**src/rtl/product_accumulator.sv**
```systemverilog
// Sums a job of len signed products into an ACC_W accumulator (saturating or wrapping); result on valid/ready.
// prod_ready is high only in ACCUM; out_valid rises the cycle after the final product and holds until out_ready.
module product_accumulator #(
   parameter int PROD_W   = 64,
   parameter int ACC_W    = 72,
   parameter int LEN_W    = 16,
   parameter int SATURATE = 1
) (
   input  logic              clk,
   input  logic              rst,
   input  logic              start,
   input  logic [LEN_W-1:0]  len,
   input  logic [PROD_W-1:0] prod,
   input  logic              prod_valid,
   output logic              prod_ready,
   output logic [ACC_W-1:0]  acc_out,
   output logic              out_valid,
   input  logic              out_ready,
   output logic              overflow,
   output logic              busy
);

   typedef enum logic [1:0] {
      IDLE  = 2'd0,
      ACCUM = 2'd1,
      DONE  = 2'd2
   } state_t;

   localparam logic [ACC_W-1:0] ACC_MAX = {1'b0, {(ACC_W-1){1'b1}}};
   localparam logic [ACC_W-1:0] ACC_MIN = {1'b1, {(ACC_W-1){1'b0}}};

   state_t             state;
   state_t             state_nxt;
   logic [LEN_W-1:0]   remaining;
   logic [ACC_W-1:0]   acc;
   logic               ovf;

   logic               xfer;
   logic [ACC_W:0]     sum_ext;
   logic               add_ovf;
   logic [ACC_W-1:0]   acc_nxt;

   assign xfer = (state == ACCUM) && prod_valid;

   // One guard bit above ACC_W: overflow shows as disagreement of the top two bits.
   assign sum_ext = {acc[ACC_W-1], acc}
                  + {{(ACC_W+1-PROD_W){prod[PROD_W-1]}}, prod};
   assign add_ovf = sum_ext[ACC_W] ^ sum_ext[ACC_W-1];

   always_comb begin
      acc_nxt = sum_ext[ACC_W-1:0];
      if (add_ovf && (SATURATE != 0)) begin
         acc_nxt = sum_ext[ACC_W] ? ACC_MIN : ACC_MAX;
      end
   end

   always_comb begin
      state_nxt = state;
      case (state)
         IDLE: begin
            if (start) begin
               state_nxt = (len != '0) ? ACCUM : DONE;
            end
         end
         ACCUM: begin
            if (xfer && (remaining == LEN_W'(1))) begin
               state_nxt = DONE;
            end
         end
         DONE: begin
            if (out_ready) begin
               state_nxt = IDLE;
            end
         end
         default: state_nxt = IDLE;
      endcase
   end

   always_ff @(posedge clk) begin
      if (rst) begin
         state     <= IDLE;
         acc       <= '0;
         remaining <= '0;
         ovf       <= 1'b0;
      end else begin
         state <= state_nxt;
         case (state)
            IDLE: begin
               if (start) begin
                  remaining <= len;
                  acc       <= '0;
                  ovf       <= 1'b0;
               end
            end
            ACCUM: begin
               // The counter only moves while nonzero, so it can never wrap.
               if (xfer && (remaining != '0)) begin
                  acc       <= acc_nxt;
                  remaining <= remaining - LEN_W'(1);
                  ovf       <= ovf | add_ovf;
               end
            end
            default: ;
         endcase
      end
   end

   assign prod_ready = (state == ACCUM);
   assign out_valid  = (state == DONE);
   assign busy       = (state != IDLE);
   assign acc_out    = acc;
   assign overflow   = ovf;

endmodule
```
**config.mk**
```make
export PLATFORM = sky130hd
export DESIGN_NAME = product_accumulator
export DESIGN_NICKNAME = d
export VERILOG_FILES = /design/src/rtl/product_accumulator.sv
export SDC_FILE = /design/constraint.sdc
export NUM_CORES = 1
export LEC_CHECK = 0
export CORE_ASPECT_RATIO = 0.7
export CORE_MARGIN = 4
export CORE_UTILIZATION = 59
export CTS_CLUSTER_DIAMETER = 150
export CTS_CLUSTER_SIZE = 12
export DETAILED_ROUTE_END_ITERATION = 7
export PLACE_DENSITY = 0.88
export SYNTH_ARGS = -nofsm -noshare
export SYNTH_HDL_FRONTEND = slang
export SYNTH_SLANG_ARGS = --single-unit
```
**constraint.sdc**
```tcl
create_clock -name clk -period 12.3 [get_ports clk]
set_input_delay 2.46 -clock clk [delete_from_list [all_inputs] [get_ports clk]]
set_output_delay 2.46 -clock clk [all_outputs]
set_load 0.02 [all_outputs]
```
==> load_flow_metrics.sql, run 1 <==
INSERT INTO impl_metrics (metric_group, metric, value, unit) VALUES
('outcome', 'outcome', 'finished clean', ''),
('power_and_ir_drop', 'share_seq_of_total_power', '32.6', '%'),
('logic_synthesis', 'yosysSeqAreaShare', '20.18', '%'),
('sta', 'totalNegativeSetupSlack', '0', 'ns'),
('final_layout', 'insertedDiodeCount', '0', ''),
('power_and_ir_drop', 'static-leakage-power', '0.004157', 'uW'),
('global_routing', 'grtUsageTotal', '32.03', '%'),
('floorplanning', 'ios', '161', ''),
('clocking', 'cts.repair_timing.setup_buffer_count', '0', ''),
('logic_synthesis', 'post_synth_mux_area_share', '0.1109', '%'),
('sta', 'fin_crit_sh', '56.98', '%'),
('routing', 'count_of_unresolved_drc_violations_after_routing', '0', ''),
('routing', 'detail-route-antenna-nets', '0', ''),
('sta', 'report.final.hold_viol_count', '0', ''),
('clocking', 'htree_num_levels', '3', ''),
('worst_hold_path', 'hp-class', 'flip-flop to flip-flop', ''),
('routing', 'routedWlPerCell', '19.06', 'um'),
('routing', 'routed_wl', '28380', 'um'),
('clocking', 'clock-root-buffer', 'sky130_fd_sc_hd__clkbuf_16', ''),
('setup_path', 'path_delay_family', 'compound AO/OA/AOI/OAI gates', ''),
('global_routing', 'grt_antenna_before_repair', '0', ''),
('floorplanning', 'die_y', '111.5', 'um'),
('floorplanning', 'num_rows', '37', ''),
('routing', 'vias_per_cell', '6.656', ''),
('sta', 'finalMaxSlewViolations', '0', ''),
('power_and_ir_drop', 'switching_share', '38.44', '%'),
('floorplanning', 'die_area', '0.01738', 'mm^2'),
('clocking', 'tritoncts', 'built', ''),
('setup_path', 'endpoint_arrival_time_on_the_critical_path', '7.27', 'ns'),
('sta', 'fmaxAchievable', '0.1427', 'GHz'),
('run', 'timing.max_cap.violations', '0', ''),
('floorplanning', 'core', '0.01486', 'mm^2'),
('worst_hold_path', 'hold_path_startpoint', 'acc_out[62]', ''),
('logic_synthesis', 'post_synth_xor_area_fraction', '5.918', '%'),
('setup_path', 'timing.critical_path.to_type', 'flip-flop', ''),
('logic_synthesis', 'syn_area', '0.009027', 'mm^2'),
('power_and_ir_drop', 'vdd_ir_drop_max', '0.07751', 'mV'),
('logic_synthesis', 'post_synth_inst_count', '1197', ''),
('setup_path', 'setup.reg_to_reg.worst_slack', '7.49', 'ns'),
('final_layout', 'layout.cells.most_common_list', 'sky130_fd_sc_hd__a21oi_1, sky130_fd_sc_hd__clkdlybuf4s50_1, sky130_fd_sc_hd__nand2_1', ''),
('clocking', 'sinks_on_clock_net', '91', ''),
('logic_synthesis', 'async_reset_ff_share', '0', '%'),
('setup_path', 'r2r-end', 'acc_out[31]', ''),
('setup_path', 'r2r.worst_path.cells', '13', ''),
('power_and_ir_drop', 'power.share.combinational', '38.4', '%'),
('power_and_ir_drop', 'power.clock.fraction', '29.0', '%'),
('setup_path', 'critical_path.cell_chain', 'clkdlybuf4s50_1 > ha_1 > fa_1 > a211oi_1 > o21ai_1 > o21ai_0 > a2111oi_2 > nor3_4 > nand3_1 > a31oi_2 > and3_1 > nor2_4 > buf_4 > a221oi_1', ''),
('global_routing', 'grt_max_degree', '77', ''),
('clocking', 'clock_latency', '0.36', 'ns'),
('placement', 'final_gp_congestion', '0.9840', ''),
('sta', 'worst-slew-pin-transition', '0.9996', 'ns'),
('setup_path', 'critPathMaxFanout', '56', ''),
('sta', 'grt_setup_unrepaired', 'false', ''),
('logic_synthesis', 'synth-seq-cells', '91', ''),
('placement', 'place_hpwl', '21330', 'um'),
('final_layout', 'drive_gt1_share', '7.110', '%'),
('setup_path', 'worstReg2RegStart', 'acc_out[0]', ''),
('final_layout', 'syn_to_final_growth', '19.82', '%'),
('logic_synthesis', 'yosys.cell_types.count', '80', ''),
('logic_synthesis', 'synth_warnings', '0', ''),
('setup_path', 'required', '12.56', 'ns'),
('clocking', 'cts.clk_slew.worst_paths', '0.07', 'ns'),
('setup_path', 'worst_path_max_delay_cell', 'sky130_fd_sc_hd__and3_1', ''),
('clocking', 'post_cts_resized', '0', ''),
('logic_synthesis', 'post_synth_fa_ha_maj_area_fraction', '10.48', '%'),
('setup_path', 'timing_worst_setup_path_type', 'input port to flip-flop', ''),
('clocking', 'cts_max_path_buffers', '2', ''),
('logic_synthesis', 'post_synthesis_compound_gate_area_fraction', '35.59', '%'),
('routing', 'via_count', '9911', ''),
('power_and_ir_drop', 'pwr_density_cell', '94.61', 'mW/mm^2'),
('sta', 'period_needed', '7.009', 'ns');
==> worst register-to-register path, delay by kind of cell (launching register included) <==
family                     cells  cell delay, ns
AOI/OAI and AO/OA              6            1.87
adders and majority gates      2            0.66
buffers and inverters          1            0.42
and+or+nand+nor                4            1.42
DFF                            1            0.34
==> cells by family after synthesis <==
kind of cell,Yosys count
AOI/OAI and AO/OA,454
muxes,1
adders and majority gates,75
buffers and inverters,116
xor gates and xnor gates,61
DFF,91
and+or+nand+nor,399
==> flip-flops by register name (all words and copies together), names as in the netlist <==
name	count
overflow	1
acc_out	72
remaining	16
state	2
==> cell type report <==
class,count,area [um^2],share of cell area (%)
clock buffers,11,242.7,2.244
well taps,195,244.0,2.256
inverters,32,120.1,1.110
repair buffers,165,1637,15.13
multi-input cells,990,6691,61.86
flip-flops and latches,91,1822,16.84
clock inverters,5,60.06,0.5552
==> power groups by stage <==
| stage | Combinational, uW | Sequential (uW) | Clock (uW) |
|---|---|---|---|
| after detailed placement | 382 | 339 | 0 |
| after global routing | 430 | 336 | 309 |
| after CTS | 385 | 333 | 300 |
| final | 393 | 333 | 297 |
| after floorplan | 262 | 348 | 0 |
| after global placement | 374 | 338 | 0 |
==> per-stage QoR <==
stage / setup WS, ns / utilization, % / total power [uW] / instance area (um^2) / cells
floorplan: 6.715 / - / 609.7 / 9027 / 1197
global placement: 5.224 / 70.75 / 712.9 / 10510 / 1473
detailed placement: 5.017 / 70.75 / 720.9 / 10510 / 1473
CTS: 5.303 / 72.79 / 1018 / 10820 / 1489
global route: 4.947 / 72.79 / 1075 / 10820 / 1489
finish: 5.291 / 72.79 / 1023 / 10820 / 1489
==> worst max-delay path by stage <==
stage                        from           to  slack [ns]  depth (start not counted)
after floorplan           prod[0]  acc_out[10]        6.72                         15
after global placement    prod[0]  acc_out[31]        5.22                         14
after detailed placement  prod[0]  acc_out[32]        5.02                         14
after CTS                 prod[0]  acc_out[32]        5.30                         14
after global routing      prod[0]  acc_out[32]        4.95                         14
final                     prod[0]  acc_out[31]        5.29                         14
==> synth_stat cells, types with 5 or more instances <==
library cell               count  area, um^2
sky130_fd_sc_hd__nor2_1       55       206.5
sky130_fd_sc_hd__o21ai_0      73       365.4
sky130_fd_sc_hd__xor2_1       22       192.7
sky130_fd_sc_hd__a221oi_1      9       78.83
sky130_fd_sc_hd__buf_2        22       110.1
sky130_fd_sc_hd__a21oi_1     170       850.8
sky130_fd_sc_hd__a31oi_1      12       75.07
sky130_fd_sc_hd__o21a_1        8       60.06
sky130_fd_sc_hd__and2_1        7       43.79
sky130_fd_sc_hd__inv_1        32       120.1
sky130_fd_sc_hd__nor2b_1       9       56.30
sky130_fd_sc_hd__nand2b_1      9       56.30
sky130_fd_sc_hd__o211ai_1      9       67.56
sky130_fd_sc_hd__a21o_1       29       217.7
sky130_fd_sc_hd__o21ai_1       8       40.04
sky130_fd_sc_hd__clkbuf_1     52       195.2
sky130_fd_sc_hd__dfxtp_1      91        1822
sky130_fd_sc_hd__nand3_1      30       150.1
sky130_fd_sc_hd__a211oi_1     19       142.6
sky130_fd_sc_hd__nor3b_1       6       45.04
sky130_fd_sc_hd__o21bai_1     15       112.6
sky130_fd_sc_hd__a22oi_1       6       45.04
sky130_fd_sc_hd__o31ai_1       9       67.56
sky130_fd_sc_hd__a32oi_1       5       43.79
sky130_fd_sc_hd__or3_1         8       50.05
sky130_fd_sc_hd__nand4_1      30       187.7
sky130_fd_sc_hd__nand2_1     150       563.0
sky130_fd_sc_hd__xnor2_1      39       341.6
sky130_fd_sc_hd__ha_1         74       925.9
sky130_fd_sc_hd__nor4_1       12       75.07
sky130_fd_sc_hd__buf_6         5       56.30
sky130_fd_sc_hd__buf_4         5       37.54
sky130_fd_sc_hd__a221oi_2     48       720.7
sky130_fd_sc_hd__nor3_1       40       200.2
sky130_fd_sc_hd__and3_1       11       68.82
==> metal layers <==
metal  track usage, %  routed length (um)
met5                0                   0
met4            6.647                 445
met3            6.449                3111
met2            44.16               11400
met1            50.68               13430
Power figures use the tool's default switching activity.
==> run 2, diff against run 1 <==
- CORE_UTILIZATION: 59 -> 55
- PLACE_DENSITY: 0.88 -> 0.83
- clock period: 12.3 -> 6.5 ns (I/O delays scaled with it)
==> run 2 against run 1 <==
  * Utilization decreased by 3.9 points
  * Setup slack worse by 4.0 ns
  * Design area is 0.58% higher
  * Flip-flop and latch count did not move
  * Clock power grew 80%
  * Total power grew 87%
  * Hold slack improved by 0.0015 ns
  * Critical path depth is 1 lower
  * Sequential power up 89%
  * Largest cell class unchanged
  * Highest routed layer unchanged
==> load_flow_metrics.sql, run 2 (synthesis results as in run 1) <==
INSERT INTO impl_metrics (metric_group, metric, value, unit) VALUES
('clocking', 'cts.clk_slew.worst_paths', '0.07', 'ns'),
('clocking', 'sinks_on_clock_net', '91', ''),
('placement', 'place_hpwl', '21630', 'um'),
('global_routing', 'grt_pass1_vias', '8877', ''),
('sta', 'worst_clock_skew', '0.007666', 'ns'),
('global_routing', 'grt_antenna_before_repair', '0', ''),
('sta', 'worst-slew-pin-transition', '1.128', 'ns'),
('global_routing', 'grt_overflow_total', '0', ''),
('routing', 'drtIter0Drc', '977', ''),
('sta', 'report.final.hold_viol_count', '0', ''),
('final_layout', 'layout.cells.most_common_list', 'sky130_fd_sc_hd__a21oi_1, sky130_fd_sc_hd__clkdlybuf4s50_1, sky130_fd_sc_hd__nand2_1', ''),
('setup_path', 'endpoint_arrival_time_on_the_critical_path', '5.51', 'ns'),
('final_layout', 'syn_to_final_growth', '20.51', '%'),
('final_layout', 'drive_gt1_share', '7.259', '%'),
('clocking', 'tritoncts.num_buffers', '9', ''),
('final_layout', 'final_common_cell', 'sky130_fd_sc_hd__a21oi_1', ''),
('sta', 'fin_crit_sh', '80.56', '%'),
('floorplanning', 'ios', '161', ''),
('power_and_ir_drop', 'static-leakage-power', '0.004180', 'uW'),
('floorplanning', 'core', '0.01579', 'mm^2'),
('final_layout', 'largest_reg_flops', '72', ''),
('sta', 'fmaxAchievable', '0.1910', 'GHz'),
('final_layout', 'final-instance-count-excl-fill', '1515', ''),
('setup_path', 'critPathMaxFanout', '13', ''),
('floorplanning', 'num_rows', '38', ''),
('setup_path', 'timing_worst_setup_path_type', 'input port to flip-flop', ''),
('routing', 'count_of_unresolved_drc_violations_after_routing', '0', ''),
('clocking', 'cts.repair_timing.setup_buffer_count', '0', ''),
('worst_hold_path', 'hp-class', 'flip-flop to flip-flop', ''),
('clocking', 'clock_latency', '0.36', 'ns'),
('setup_path', 'start_kind', 'input port', ''),
('clocking', 'clock-root-buffer', 'sky130_fd_sc_hd__clkbuf_16', ''),
('global_routing', 'grt_first_pass_wirelength', '46430', 'um'),
('final_layout', 'final_core_util', '68.92', '%'),
('setup_path', 'timing.critical_path.to_type', 'flip-flop', ''),
('floorplanning', 'start_util', '57.19', '%'),
('sta', 'totalNegativeSetupSlack', '0', 'ns'),
('routing', 'vias_per_cell', '6.423', ''),
('power_and_ir_drop', 'vdd_ir_drop_max', '0.1186', 'mV'),
('clocking', 'post_cts_resized', '0', ''),
('global_routing', 'grt_max_degree', '73', ''),
('clocking', 'htree_num_levels', '3', ''),
('sta', 'timing.slew.headroom', '24.61', '%'),
('placement', 'final_gp_congestion', '0.9711', ''),
('final_layout', 'final_nets', '1450', ''),
('sta', 'period_needed', '5.237', 'ns'),
('floorplanning', 'die_w', '161.1', 'um'),
('placement', 'post-place-ws', '1.016', 'ns'),
('placement', 'total_of_buffers_placed_on_input_and_output_ports', '160', ''),
('placement', 'placedCellCount', '1499', ''),
('routing', 'routedWlPerCell', '19.00', 'um'),
('outcome', 'outcome', 'finished clean', ''),
('routing', 'routed_wl', '28780', 'um'),
('floorplanning', 'die_y', '115.2', 'um'),
('sta', 'finalMaxSlewViolations', '0', ''),
('routing', 'firstDrtPassIters', '5', ''),
('power_and_ir_drop', 'pwr_density_cell', '176.1', 'mW/mm^2'),
('global_routing', 'grtUsageTotal', '30.37', '%'),
('setup_path', 'required', '6.77', 'ns'),
('clocking', 'tritoncts', 'built', ''),
('clocking', 'cts_hold_buffers', '0', ''),
('routing', 'detail-route-antenna-nets', '0', ''),
('routing', 'via_count', '9731', ''),
('sta', 'grt_setup_unrepaired', 'false', ''),
('run', 'timing.max_cap.violations', '0', ''),
('floorplanning', 'die_area', '0.01856', 'mm^2'),
('sta', 'setup_slack', '1.263', 'ns'),
('clocking', 'cts_max_path_buffers', '2', ''),
('final_layout', 'insertedDiodeCount', '0', ''),
('sta', 'setup_viol_count_final', '0', '');
-- run 2: changes by cell type in the layout (fill, tap and decap cells not counted), sizes merged --
| cell | previous run | this run |
|---|---|---|
| bufinv | 1 | 0 |
| clkinvlp | 1 | 0 |
| clkinv | 1 | 4 |
| inv | 34 | 33 |
| buf | 6 | 7 |
-- run 2: worst paths after layout --
check	start	depth (start not counted)	slack, ns	endpoint
max	prod[0]	13	1.26	acc_out[70]
min reg2reg	acc_out[62]	2	0.48	acc_out[62]
min	acc_out[62]	2	0.48	acc_out[62]
max reg2reg	acc_out[0]	12	2.30	acc_out[70]
-- run 2: layout make-up --
type	count	area (um^2)
multi-input combinational	990	6691
fill	1411	4906
sequential	91	1822
timing repair buffer	166	1682
tap	220	275.3
clock buffer	11	252.7
inverter	32	120.1
clock inverter	5	36.28
-- run 2: stage by stage --
step	cell area, um^2	hold slack [ns]	total power, uW
detailed placement	10590	0.4713	1373
global route	10880	0.5051	2011
finish	10880	0.4756	1915
CTS	10880	0.4806	1902
global placement	10590	0.4590	1362
floorplan	9027	0.4486	1154
-- run 2: worst max-delay path: stages --
cell and delay [ns]:
sky130_fd_sc_hd__clkdlybuf4s50_1 0.41, sky130_fd_sc_hd__ha_1 0.24, sky130_fd_sc_hd__fa_1 0.43, sky130_fd_sc_hd__a211oi_1 0.25
sky130_fd_sc_hd__o21ai_1 0.21, sky130_fd_sc_hd__o21ai_0 0.40, sky130_fd_sc_hd__a2111oi_2 0.16, sky130_fd_sc_hd__nor3_4 0.35
sky130_fd_sc_hd__nand3_1 0.28, sky130_fd_sc_hd__a31oi_2 0.40, sky130_fd_sc_hd__a211o_2 0.22, sky130_fd_sc_hd__nand4b_1 0.49
sky130_fd_sc_hd__a22oi_1 0.34
-- run 2: power breakdown --
| group | internal [uW] | switching (uW) | total [uW] |
|---|---|---|---|
| clock network | 282 | 253 | 535 |
| registers | 593 | 37.0 | 630 |
| logic | 293 | 457 | 750 |
| total | 1170 | 747 | 1920 |
-- run 2: per-layer routing --
| metal | global-route usage (%) | routed length, um | share of wire, % | vias up |
|---|---|---|---|---|
| li1 | - | - | - | 4687 |
| met1 | 47.17 | 14310 | 50 | 4554 |
| met2 | 42.42 | 11130 | 39 | 459 |
| met3 | 7.417 | 3005 | 10 | 31 |
| met4 | 5.568 | 338 | 1.2 | 0 |
| met5 | 0 | 0 | 0 | - |
==> run 3, diff against run 2 <==
- clock period: 6.5 -> 5.48 ns (I/O delays scaled with it)
==> run 3 against run 2 <==
  * First-iteration DRC count increased by 20%
  * Cell count increased by 0.26%
  * Total power increased by 18%
  * Clock power increased by 15%
  * Clock skew about the same
  * Setup slack got worse by 0.74 ns
  * Die area unchanged
  * Largest power group unchanged
  * Hold slack got worse by 0.0068 ns
  * Via count increased by 1.7%
==> load_flow_metrics.sql, run 3 (synthesis results as in run 1) <==
INSERT INTO impl_metrics (metric_group, metric, value, unit) VALUES
('placement', 'total_of_buffers_placed_on_input_and_output_ports', '160', ''),
('worst_hold_path', 'hp-class', 'flip-flop to flip-flop', ''),
('final_layout', 'syn_to_final_growth', '20.65', '%'),
('sta', 'timing.slew.headroom', '41.45', '%'),
('setup_path', 'worst_path_largest_cell_delay', '0.44', 'ns'),
('placement', 'final_gp_congestion', '1.005', ''),
('setup_path', 'critPathMaxFanout', '18', ''),
('routing', 'count_of_unresolved_drc_violations_after_routing', '0', ''),
('run', 'timing.max_cap.violations', '0', ''),
('setup_path', 'timing.critical_path.buf_inv', '2', ''),
('routing', 'via_count', '9897', ''),
('sta', 'fmaxAchievable', '0.2016', 'GHz'),
('setup_path', 'timing_worst_setup_path_type', 'input port to flip-flop', ''),
('worst_hold_path', 'hold_path_end', 'acc_out[62]', ''),
('final_layout', 'largest_reg_flops', '72', ''),
('final_layout', 'insertedDiodeCount', '0', ''),
('final_layout', 'final_nets', '1455', ''),
('worst_hold_path', 'hold_path_startpoint', 'acc_out[62]', ''),
('clocking', 'clock-root-buffer', 'sky130_fd_sc_hd__clkbuf_16', ''),
('final_layout', 'post-route-cell-area', '0.01089', 'mm^2'),
('setup_path', 'required', '5.68', 'ns'),
('sta', 'worst_clock_skew', '0.007288', 'ns'),
('clocking', 'cts.clk_slew.worst_paths', '0.07', 'ns'),
('global_routing', 'grt_overflow_total', '0', ''),
('routing', 'detail-route-antenna-nets', '0', ''),
('sta', 'totalNegativeSetupSlack', '0', 'ns'),
('floorplanning', 'core', '0.01579', 'mm^2'),
('setup_path', 'r2r.worst_path.cells', '13', ''),
('clocking', 'tritoncts.num_buffers', '9', ''),
('floorplanning', 'die_area', '0.01856', 'mm^2'),
('power_and_ir_drop', 'pwr_density_cell', '207.3', 'mW/mm^2'),
('final_layout', 'final_common_cell', 'sky130_fd_sc_hd__a21oi_1', ''),
('routing', 'routed_wl', '28670', 'um'),
('final_layout', 'final_core_util', '69.00', '%'),
('floorplanning', 'die_w', '161.1', 'um'),
('clocking', 'cts.repair_timing.setup_buffer_count', '0', ''),
('setup_path', 'worstReg2RegStart', 'acc_out[0]', ''),
('final_layout', 'drive_gt1_share', '7.544', '%'),
('placement', 'placedCellCount', '1504', ''),
('routing', 'firstDrtPassIters', '6', ''),
('setup_path', 'setup.reg_to_reg.worst_slack', '1.34', 'ns'),
('clocking', 'cts_max_path_buffers', '2', ''),
('routing', 'vias_per_cell', '6.515', ''),
('setup_path', 'start_kind', 'input port', ''),
('setup_path', 'r2r-end', 'acc_out[29]', ''),
('power_and_ir_drop', 'vdd_ir_drop_max', '0.1443', 'mV'),
('setup_path', 'endpoint_arrival_time_on_the_critical_path', '5.16', 'ns'),
('sta', 'report.final.hold_viol_count', '0', ''),
('final_layout', 'final-instance-count-excl-fill', '1519', ''),
('sta', 'fin_crit_sh', '90.49', '%'),
('clocking', 'sinks_on_clock_net', '91', ''),
('sta', 'setup_viol_count_final', '0', ''),
('setup_path', 'timing.critical_path.to_type', 'flip-flop', ''),
('sta', 'worst-slew-pin-transition', '0.8782', 'ns'),
('setup_path', 'worst_path_max_delay_cell', 'sky130_fd_sc_hd__fa_1', ''),
('floorplanning', 'die_y', '115.2', 'um'),
('worst_hold_path', 'min_delay_path_depth', '2', ''),
('global_routing', 'grt_antenna_before_repair', '0', ''),
('outcome', 'outcome', 'finished clean', ''),
('sta', 'period_needed', '4.959', 'ns'),
('global_routing', 'grtUsageTotal', '29.91', '%'),
('global_routing', 'grt_max_degree', '83', ''),
('clocking', 'htree_num_levels', '3', ''),
('placement', 'place_hpwl', '21630', 'um'),
('floorplanning', 'start_util', '57.19', '%'),
('sta', 'grt_setup_unrepaired', 'false', ''),
('routing', 'drtIter0Drc', '1177', ''),
('final_layout', 'layout.filler_cells', '1366', ''),
('routing', 'routedWlPerCell', '18.87', 'um'),
('setup_path', 'path_delay_family', 'compound AO/OA/AOI/OAI gates', ''),
('clocking', 'cts_hold_buffers', '0', ''),
('power_and_ir_drop', 'static-leakage-power', '0.004184', 'uW'),
('floorplanning', 'num_rows', '38', ''),
('placement', 'placed_cell_area', '0.01062', 'mm^2'),
('clocking', 'clock_latency', '0.36', 'ns'),
('sta', 'finalMaxSlewViolations', '0', ''),
('clocking', 'tritoncts', 'built', ''),
('setup_path', 'critical_path.cell_chain', 'clkdlybuf4s50_1 > ha_1 > fa_1 > a211oi_1 > o21ai_1 > o21ai_0 > a2111oi_2 > nor3_4 > nand3_1 > a31oi_2 > nand4_1 > nand3_2 > buf_4 > a221oi_1', ''),
('global_routing', 'grt_pass1_vias', '8716', ''),
('clocking', 'post_cts_resized', '0', ''),
('floorplanning', 'ios', '161', ''),
('final_layout', 'layout.cells.most_common_list', 'sky130_fd_sc_hd__a21oi_1, sky130_fd_sc_hd__clkdlybuf4s50_1, sky130_fd_sc_hd__nand2_1', ''),
('global_routing', 'grt_first_pass_wirelength', '45900', 'um');
run 3: area by class of cell:
class	instances	area, um^2	area share (%)
Clock buffer	10	239.0	2.194
Clock inverter	5	37.54	0.3446
Inverter	32	120.1	1.103
Multi-Input combinational cell	990	6691	61.44
Sequential cell	91	1822	16.73
Tap cell	220	275.3	2.527
Timing Repair Buffer	171	1707	15.67
run 3: per-layer routing:
metal	track usage, %	part of all wire, %	routed length [um]
met5	0	0	0
met4	5.739	1.4	393
met1	47.25	49	13940
met2	40.62	39	11070
met3	7.273	11	3269
run 3: worst min-delay path, cell delays in order, from the launching register on:
cell and delay [ns]:
sky130_fd_sc_hd__dfxtp_1 0.32, sky130_fd_sc_hd__nand2_1 0.05, sky130_fd_sc_hd__o21ai_1 0.05
run 3: how the worst max path moves through the flow:
stage                        to  depth (start not counted)  startpoint  slack (ns)
global placement    acc_out[32]                         14     prod[0]        0.38
detailed placement  acc_out[29]                         14     prod[0]        0.24
finish              acc_out[29]                         14     prod[0]        0.52
global route        acc_out[32]                         14     prod[0]        0.30
CTS                 acc_out[29]                         14     prod[0]        0.60
floorplan           acc_out[10]                         15     prod[0]        1.26
run 3: stage by stage:
| step | hold slack, ns | worst slack, ns | total power, uW |
|---|---|---|---|
| final | 0.4689 | 0.5209 | 2258 |
| after global routing | 0.5119 | 0.3043 | 2369 |
| after CTS | 0.4751 | 0.5984 | 2242 |
| after detailed placement | 0.4659 | 0.2427 | 1631 |
| after global placement | 0.4586 | 0.3817 | 1613 |
| after floorplan | 0.4486 | 1.259 | 1369 |
run 3: report_power, final:
part	total, uW	internal (uW)	switching (uW)
registers	749	703	45.2
clock network	616	320	296
logic	893	348	545
total	2260	1370	886
